[src/rtl/hydra_pkg.sv]
// hydra_pkg: widths, header layout and tx FSM states shared by
// the hydra port transmitter and the switch-side header decoder.
package hydra_pkg;

   localparam int DATA_W = 16;
   localparam int LEN_W  = 9;
   localparam int PRIO_W = 3;
   localparam int PORT_W = 4;

   typedef struct packed {
      logic [LEN_W-1:0]  len;
      logic [PRIO_W-1:0] prio;
      logic [PORT_W-1:0] dest;
   } hydra_hdr_t;

   typedef enum logic [2:0] {
      ST_IDLE,
      ST_SOP,
      ST_HDR,
      ST_DATA,
      ST_EOP
   } tx_state_e;

   function automatic logic [DATA_W-1:0] hdr_pack(
      input hydra_hdr_t h
   );
      return {h.len, h.prio, h.dest};
   endfunction

endpackage

[src/rtl/hydra_port_tx.sv]
// hydra_port_tx: frames descriptor + payload stream into the
// sop / header / payload / eop sequence of one hydra write port.
module hydra_port_tx
   import hydra_pkg::*;
#(
   parameter int CNT_W = 16
) (
   input  logic              clk,
   input  logic              rst_n,
   input  logic              desc_vld,
   output logic              desc_rdy,
   input  logic [LEN_W-1:0]  desc_len,
   input  logic [PRIO_W-1:0] desc_prio,
   input  logic [PORT_W-1:0] desc_dest,
   input  logic              pl_vld,
   output logic              pl_rdy,
   input  logic [DATA_W-1:0] pl_data,
   input  logic              pause,
   output logic              wr_sop,
   output logic              wr_vld,
   output logic [DATA_W-1:0] wr_data,
   output logic              wr_eop,
   output logic              busy,
   output logic [CNT_W-1:0]  pkt_cnt
);

   tx_state_e         r_state;
   hydra_hdr_t        r_hdr;
   logic [LEN_W-1:0]  r_rem;
   logic              r_sop;
   logic              r_vld;
   logic              r_eop;
   logic [DATA_W-1:0] r_data;
   logic              r_busy;
   logic [CNT_W-1:0]  r_cnt;

   hydra_hdr_t w_desc;
   logic       w_desc_hs;
   logic       w_pl_hs;

   assign w_desc = '{len: desc_len, prio: desc_prio, dest: desc_dest};

   // pause only holds off new packets; rst_n keeps accept low in reset
   assign desc_rdy = rst_n && !pause &&
                     (r_state == ST_IDLE || r_state == ST_EOP);
   assign pl_rdy   = (r_state == ST_HDR || r_state == ST_DATA) &&
                     (r_rem != '0);

   assign w_desc_hs = desc_vld & desc_rdy;
   assign w_pl_hs   = pl_vld & pl_rdy;

   always_ff @(posedge clk or negedge rst_n) begin
      if (!rst_n) begin
         r_state <= ST_IDLE;
         r_hdr   <= '0;
         r_rem   <= '0;
         r_sop   <= 1'b0;
         r_vld   <= 1'b0;
         r_eop   <= 1'b0;
         r_data  <= '0;
         r_busy  <= 1'b0;
         r_cnt   <= '0;
      end else begin
         r_sop <= 1'b0;
         r_vld <= 1'b0;
         r_eop <= 1'b0;
         unique case (r_state)
            ST_IDLE, ST_EOP: begin
               if (w_desc_hs) begin
                  r_hdr   <= w_desc;
                  r_rem   <= desc_len;
                  r_sop   <= 1'b1;
                  r_busy  <= 1'b1;
                  r_state <= ST_SOP;
               end else begin
                  r_busy  <= 1'b0;
                  r_state <= ST_IDLE;
               end
            end
            ST_SOP: begin
               r_vld   <= 1'b1;
               r_data  <= hdr_pack(r_hdr);
               r_state <= ST_HDR;
            end
            ST_HDR, ST_DATA: begin
               // rem==0 here means the last word is already on wr_data
               if (r_rem == '0) begin
                  r_eop   <= 1'b1;
                  r_cnt   <= r_cnt + CNT_W'(1);
                  r_state <= ST_EOP;
               end else begin
                  r_state <= ST_DATA;
                  if (w_pl_hs) begin
                     r_vld  <= 1'b1;
                     r_data <= pl_data;
                     r_rem  <= r_rem - LEN_W'(1);
                  end
               end
            end
            default: r_state <= ST_IDLE;
         endcase
      end
   end

   assign wr_sop  = r_sop;
   assign wr_vld  = r_vld;
   assign wr_data = r_data;
   assign wr_eop  = r_eop;
   assign busy    = r_busy;
   assign pkt_cnt = r_cnt;

endmodule

[config.mk]
export PLATFORM = sky130hd
export DESIGN_NAME = hydra_port_tx
export DESIGN_NICKNAME = d
export VERILOG_FILES = /design/src/rtl/hydra_pkg.sv /design/src/rtl/hydra_port_tx.sv
export SDC_FILE = /design/constraint.sdc
export NUM_CORES = 1
export LEC_CHECK = 0
export CORE_ASPECT_RATIO = 1.25
export CORE_MARGIN = 2
export CORE_UTILIZATION = 60
export CTS_BUF_LIST = sky130_fd_sc_hd__clkbuf_4
export DETAILED_ROUTE_END_ITERATION = 12
export DONT_BUFFER_PORTS = 1
export GPL_TIMING_DRIVEN = 0
export PLACE_DENSITY = 0.84
export SYNTH_ARGS = -nofsm -noshare
export SYNTH_HDL_FRONTEND = slang
export SYNTH_SLANG_ARGS = --single-unit
[constraint.sdc]
create_clock -name clk -period 6.8 [get_ports clk]
set_input_delay 1.36 -clock clk [delete_from_list [all_inputs] [get_ports clk]]
set_output_delay 1.36 -clock clk [all_outputs]
set_load 0.1 [all_outputs]
==> results of run 1 <==
power by group:
part / total (W) / switching [W] / internal [W]
Combinational: 0.000219 / 0.000110 / 0.000108
Clock: 0.000210 / 0.000130 / 0.0000799
Sequential: 0.000817 / 0.000372 / 0.000445
Total: 0.00125 / 0.000612 / 0.000633
per-stage QoR:
step / instance area [um^2] / cells / worst slack (ns)
after global placement: 3040 / 354 / 0.232
after CTS: 3170 / 371 / 2.82
final: 3170 / 371 / 2.87
after floorplan: 2970 / 294 / 0.725
after global routing: 3170 / 371 / 2.72
after detailed placement: 3070 / 355 / 3.28
state kept, by name, summed over array words and instances (netlist names):
register and cells:
pkt_cnt 16, r_hdr 16, wr_data 16, r_rem 9, r_state 3, busy 1
wr_eop 1, wr_sop 1, wr_vld 1
final timing paths:
path | from | end | slack (ns)
min in group asynchronous | rst_n | wr_data[7] | 0.64
max | r_state[1] | pl_rdy | 2.87
min reg2reg | r_hdr[0] | r_hdr[0] | 0.49
max in group asynchronous | rst_n | r_hdr[1] | 6.06
max reg2reg | r_rem[0] | wr_data[15] | 4.30
min | r_hdr[0] | r_hdr[0] | 0.49
worst max-delay path, cell delays in order (launching register included):
cell and delay [ns]:
dfrtp_1 0.47, nand2b_1 0.21, clkbuf_1 0.31, buf_1 0.30, nor2_2 0.87
Yosys cell counts, types with 2 or more instances:
cell type  instances  area, um^2
a211oi_1           2        15.0
and4_1             2        17.5
nand4_1            7        43.8
o22ai_1            2        12.5
mux2_4             9         135
mux2_2             8        90.1
clkbuf_1           8        30.0
o21ai_0            7        35.0
xnor2_1           13         114
xor2_1             2        17.5
a21oi_1            3        15.0
dfrtp_1           64        1600
nor2_1             9        33.8
nor4_1             2        12.5
nor4_4             2        42.5
nand3_1            6        30.0
buf_1              2        7.51
nor3_1             4        20.0
o211ai_1           3        22.5
ha_1               2        25.0
inv_1              6        22.5
nand2_1          109         409
logic make-up (layout without fill, tap and decap cells):
| logic type | after synthesis | in the layout |
|---|---|---|
| AO/OA/AOI/OAI | 26 | 26 |
| XOR/XNOR | 15 | 15 |
| adder cells (fa/ha/maj) | 2 | 2 |
| buffers and inverters | 19 | 36 |
| flip-flops | 64 | 64 |
| multiplexers | 17 | 17 |
| AND/OR/NAND/NOR | 151 | 151 |
routing by layer:
metal / global-route usage, % / part of all wire, %
met4: 12.7 / 1.1
met5: 0 / 0
met1: 26.9 / 40
met3: 7.99 / 7.4
met2: 41.1 / 51
area by class of cell:
class / count / area, um^2 / share of cell area (%)
sequential: 64 / 1600 / 50.5
multi-input combinational: 211 / 1270 / 40.2
clock buffer: 11 / 82.6 / 2.60
buffer: 13 / 76.3 / 2.41
tap: 60 / 75.1 / 2.37
clock inverter: 5 / 23.8 / 0.750
inverter: 6 / 22.5 / 0.710
timing repair buffer: 1 / 15.0 / 0.473
==> summary.txt, run 1 <==
Status -> finished, final reports clean
Max cap viols -> 0
Synth Area in Adders -> 0.844%
Die area -> 5530 um^2
Starting Density -> 62.3%
Global placement routability congestion -> 0.914
Final WL -> 6120 um
Max-slew violations -> 0
Worst-Margin Slew -> 1.05 ns
Main flop type after synthesis -> dfrtp_1
Clk root buf -> clkbuf_4
Worst-skew pair later-pin latency -> 0.40 ns
Fin crit share -> 57.8%
Vias after detailed routing -> 2149
Cell variety after synth -> 44
Layout cells sized above 1 -> 14.5%
Critical Path Start Type -> flip-flop
Number of global-route vias before repair -> 2175
PortBufs -> 0
Type of the worst setup path -> flip-flop to output port
Total Routing Usage GR -> 24.2%
Final Critical Period -> 3.93 ns
Most frequent cells in the layout -> 109 x nand2_1, 64 x dfrtp_1, 13 x xnor2_1, 11 x clkbuf_4, 9 x mux2_4
Leak -> 1.52 nW
Final Hold Fails -> 0
Final hold slack -> 0.485 ns
Fmax -> 254 MHz
Simple-gate area share of the yosys netlist -> 23.6%
Largest family of logic cells by synthesized area -> simple AND/OR/NAND/NOR gates
# resized after CTS -> 0
Syn_area_per_cell -> 10.1 um^2
Clk pin slew, worst setup/hold paths -> 0.10 ns
Sequential share of the synthesized area -> 54.0%
Initial antenna violation count -> 0
Synth Area in Compound Gates -> 6.24%
DPL Wire Length -> 4460 um
Die height -> 82.6 um
Remaining DRCs -> 0
Antenna-violating nets left -> 0
First-pass GRT wire length -> 9810 um
Critical Path RT -> 5.44 ns
Critical Path AT -> 2.57 ns
Clock skew -> 0.0108 ns
CTS max path bufs -> 2
#FFs+latches synth -> 64
Setup TNS -> 0 ns
Worst hold path class -> flip-flop to flip-flop
Fill count -> 383
WL per Instance -> 16.5 um
Worst hold stages -> 2
Number of core rows -> 28
Clock sink count -> 64
Drt first pass iters -> 7
Worst Path Max Fanout -> 10
Crit end category -> output port
Most common cell after layout, fill and taps aside -> nand2_1
Worst slew margin -> 29.9%
Final setup fails -> 0
Io pins -> 75
Synthesized area -> 2970 um^2
Syn_nets -> 333
Peak VDD IR -> 0.207 mV
GR Overflow Total -> 0
Post-synthesis mux area share -> 7.59%
CTS H-tree depth -> 3
TritonCTS Buffers -> 9
Fin util -> 66.6%
ANT cells -> 0
Area Growth Syn to Fin -> 6.92%
Die Wd -> 66.9 um
P per Cell Area -> 393 nW/um^2
Setup Fix Bufs, Post-CTS -> 0
Tot Pwr -> 0.00125 W
DRT iter0 DRCs -> 83
Xor/xnor share of the synthesized area -> 4.43%
Async set-reset flop share out of synthesis -> 100%
Post-Syn Instances -> 294
Synth warn -> 0
# nets final -> 345
Unrepaired setup endpoints after global routing -> false
Reg2reg path depth -> 8
CTS Hold Bufs -> 0
Via/cell ratio -> 5.79
Placeable Area -> 4760 um^2
CTS tree -> built
Pin count of the biggest net entering global routing -> 66
Post-synth EDFFs -> 0
No activity file was read; power rests on OpenSTA's default activity.
==> inputs of run 2 (changes only) <==
- ABC_AREA: not set -> 1
- CORE_UTILIZATION: 60 -> 59
- PLACE_DENSITY: 0.84 -> 0.86
- clock period: 6.8 -> 3.5 ns (I/O delays scaled with it)
==> run 2 against run 1 <==
Compared with the run above: worst hold slack worse by 0.34 ns; utilization is 2.2 points lower; power grew to 2.8 times the previous value; clock power is 74% higher; largest cell class unchanged; highest routed layer unchanged.
==> summary.txt, run 2 <==
Status -> finished, final reports clean
Sequential share of the synthesized area -> 48.3%
Clk root buf -> clkbuf_4
Worst-skew pair later-pin latency -> 0.40 ns
Setup Fix Bufs, Post-CTS -> 0
Pin count of the biggest net entering global routing -> 65
Syn_nets -> 469
Clock sink count -> 64
Fill count -> 446
R2r setup slk -> 1.28 ns
Number of global-route vias before repair -> 2575
First-pass GRT wire length -> 11900 um
Max-slew violations -> 0
Reg2reg path depth -> 7
Async set-reset flop share out of synthesis -> 100%
Fin crit share -> 82.1%
Cell variety after synth -> 22
Die height -> 87.8 um
ANT cells -> 0
GR Overflow Total -> 0
Starting Density -> 60.9%
FF-to-FF End -> pkt_cnt[9]
Post-synth top cells -> 209 x nand2_1, 64 x dfrtp_1, 35 x nand3_1
TritonCTS Buffers -> 9
Clock skew -> 0.00991 ns
Final setup fails -> 0
Post-synth EDFFs -> 0
Final WL -> 7200 um
Most common cell after layout, fill and taps aside -> nand2_1
Via/cell ratio -> 5.42
Critical Path RT -> 2.80 ns
Antenna-violating nets left -> 0
CTS tree -> built
Die area -> 6230 um^2
Global placement routability congestion -> 0.857
Final hold slack -> 0.142 ns
Placeable Area -> 5440 um^2
Layout cells sized above 1 -> 9.68%
Critical Path Start Type -> flip-flop
Max cap viols -> 0
Worst hold path class -> input port to asynchronous set/reset pin
Worst Path Max Fanout -> 6
Number of core rows -> 30
Setup TNS -> 0 ns
# resized after CTS -> 0
Final Critical Period -> 2.87 ns
PortBufs -> 0
Main flop type after synthesis -> dfrtp_1
#FFs+latches synth -> 64
WL per Instance -> 14.2 um
Remaining DRCs -> 0
Vias after detailed routing -> 2751
Final Hold Fails -> 0
Synth warn -> 0
Initial antenna violation count -> 0
Type of the worst setup path -> flip-flop to output port
Synth area leader -> dfrtp_1
# nets final -> 481
CTS max path bufs -> 2
DPL Wire Length -> 5400 um
Post-Syn Instances -> 430
Worst-Margin Slew -> 1.03 ns
Most frequent cells in the layout -> 209 x nand2_1, 64 x dfrtp_1, 35 x nand3_1, 28 x inv_1, 25 x nor2_1
Io pins -> 75
Critical Path AT -> 2.17 ns
Synthesized area -> 3310 um^2
DRT iter0 DRCs -> 168
Peak VDD IR -> 0.539 mV
Total Routing Usage GR -> 24.6%
Critical R2R Launch -> pkt_cnt[3]
Clk pin slew, worst setup/hold paths -> 0.10 ns
Unrepaired setup endpoints after global routing -> false
Critical Path End -> pl_rdy
Area Growth Syn to Fin -> 5.74%
Drt first pass iters -> 6
Most frequent cell after synthesis -> nand2_1
P per Cell Area -> 985 nW/um^2
Top cell type's share of synthesized area -> 48.3%
Leak -> 1.87 nW
CTS H-tree depth -> 3
Syn_area_per_cell -> 7.71 um^2
Worst slew margin -> 31.3%
Crit. Startpoint -> r_rem[0]
Top post-synthesis cells by area -> dfrtp_1 48%, nand2_1 24%, nand3_1 5.3%
Crit end category -> output port
Die Wd -> 71.0 um
Fmax -> 348 MHz
==> run 2: cell count changes in the layout (fill, tap and decap cells not counted), moves of 7 or more <==
cell	previous run	this run
nand2_1	109	209
mux2_2	8	0
nor2_1	8	25
nand3_1	6	35
inv_1	6	28
xor2_1	2	9
clkbuf_1	8	0
mux2_4	9	0
buf_2	0	8
xnor2_1	13	4
==> run 2: per-layer routing <==
metal  global-route usage [%]  wire length, um  vias to the layer above
met5                        0                0                        -
met2                     43.1             3820                       83
met4                     13.6              185                        0
met1                     26.9             2740                     1298
li1                         -                -                     1354
met3                     7.13              452                       16
==> run 2: report_power, final <==
group	switching [W]	internal (W)	leakage (nW)
sequential	0.00101	0.000967	0.836
combinational	0.000724	0.000382	0.983
clock	0.000240	0.000125	0.0477
==> run 2: cells by family after synthesis <==
logic type      Yosys count  synth area share, %
compound gates           10                 1.51
xor+xnor                 13                 3.44
fa+ha+maj                 2                0.755
buf+inv                  42                 6.34
flops                    64                 48.3
simple gates            299                 39.6
==> run 2: per-stage QoR <==
stage          worst slack (ns)  power (W)  instance area (um^2)  utilization (%)  instances
3_5_place_dp              0.998    0.00309                  3390             62.3        494
6_report                  0.625    0.00345                  3500             64.4        508
4_1_cts                   0.608    0.00346                  3500             64.4        508
5_1_grt                   0.514    0.00366                  3500             64.4        508
3_3_place_gp               1.04    0.00303                  3390             62.3        494
2_1_floorplan              1.19    0.00284                  3310                -        430
==> run 2: worst max-delay path, stage by stage (launching register included) <==
cell,delay (ns)
dfrtp_1,0.38
inv_1,0.09
ha_1,0.28
nand2_2,0.12
nor2_4,0.05
nand3_4,0.16
nand2_4,0.09
inv_1,0.62
==> run 2: timing repair <==
action | 4_1_cts | 5_1_grt
hold buffers | 1 | 0
endpoints found under the setup margin | 0 | 0
endpoints found under the hold margin | 64 | 0
==> run 2: layout make-up <==
| cell class | instances | area (um^2) | area share, % |
|---|---|---|---|
| plain buffers | 13 | 101 | 2.89 |
| clock buffers | 9 | 67.6 | 1.93 |
| clock inverters | 4 | 15.0 | 0.429 |
| inverters | 29 | 109 | 3.11 |
| multi-input cells | 324 | 1500 | 42.9 |
| flip-flops and latches | 64 | 1600 | 45.7 |
| well taps | 64 | 80.1 | 2.29 |
| repair buffers | 1 | 27.5 | 0.786 |
==> run 2: worst min-delay path by stage <==
stage / to / cells past startpoint / start / slack (ns)
floorplan: busy / 0 / rst_n / 0.40
global placement: wr_data[13] / 0 / rst_n / 0.41
detailed placement: wr_data[10] / 0 / rst_n / 0.41
CTS: pkt_cnt[7] / 1 / rst_n / 0.16
global route: pkt_cnt[4] / 1 / rst_n / 0.16
finish: pkt_cnt[5] / 1 / rst_n / 0.14
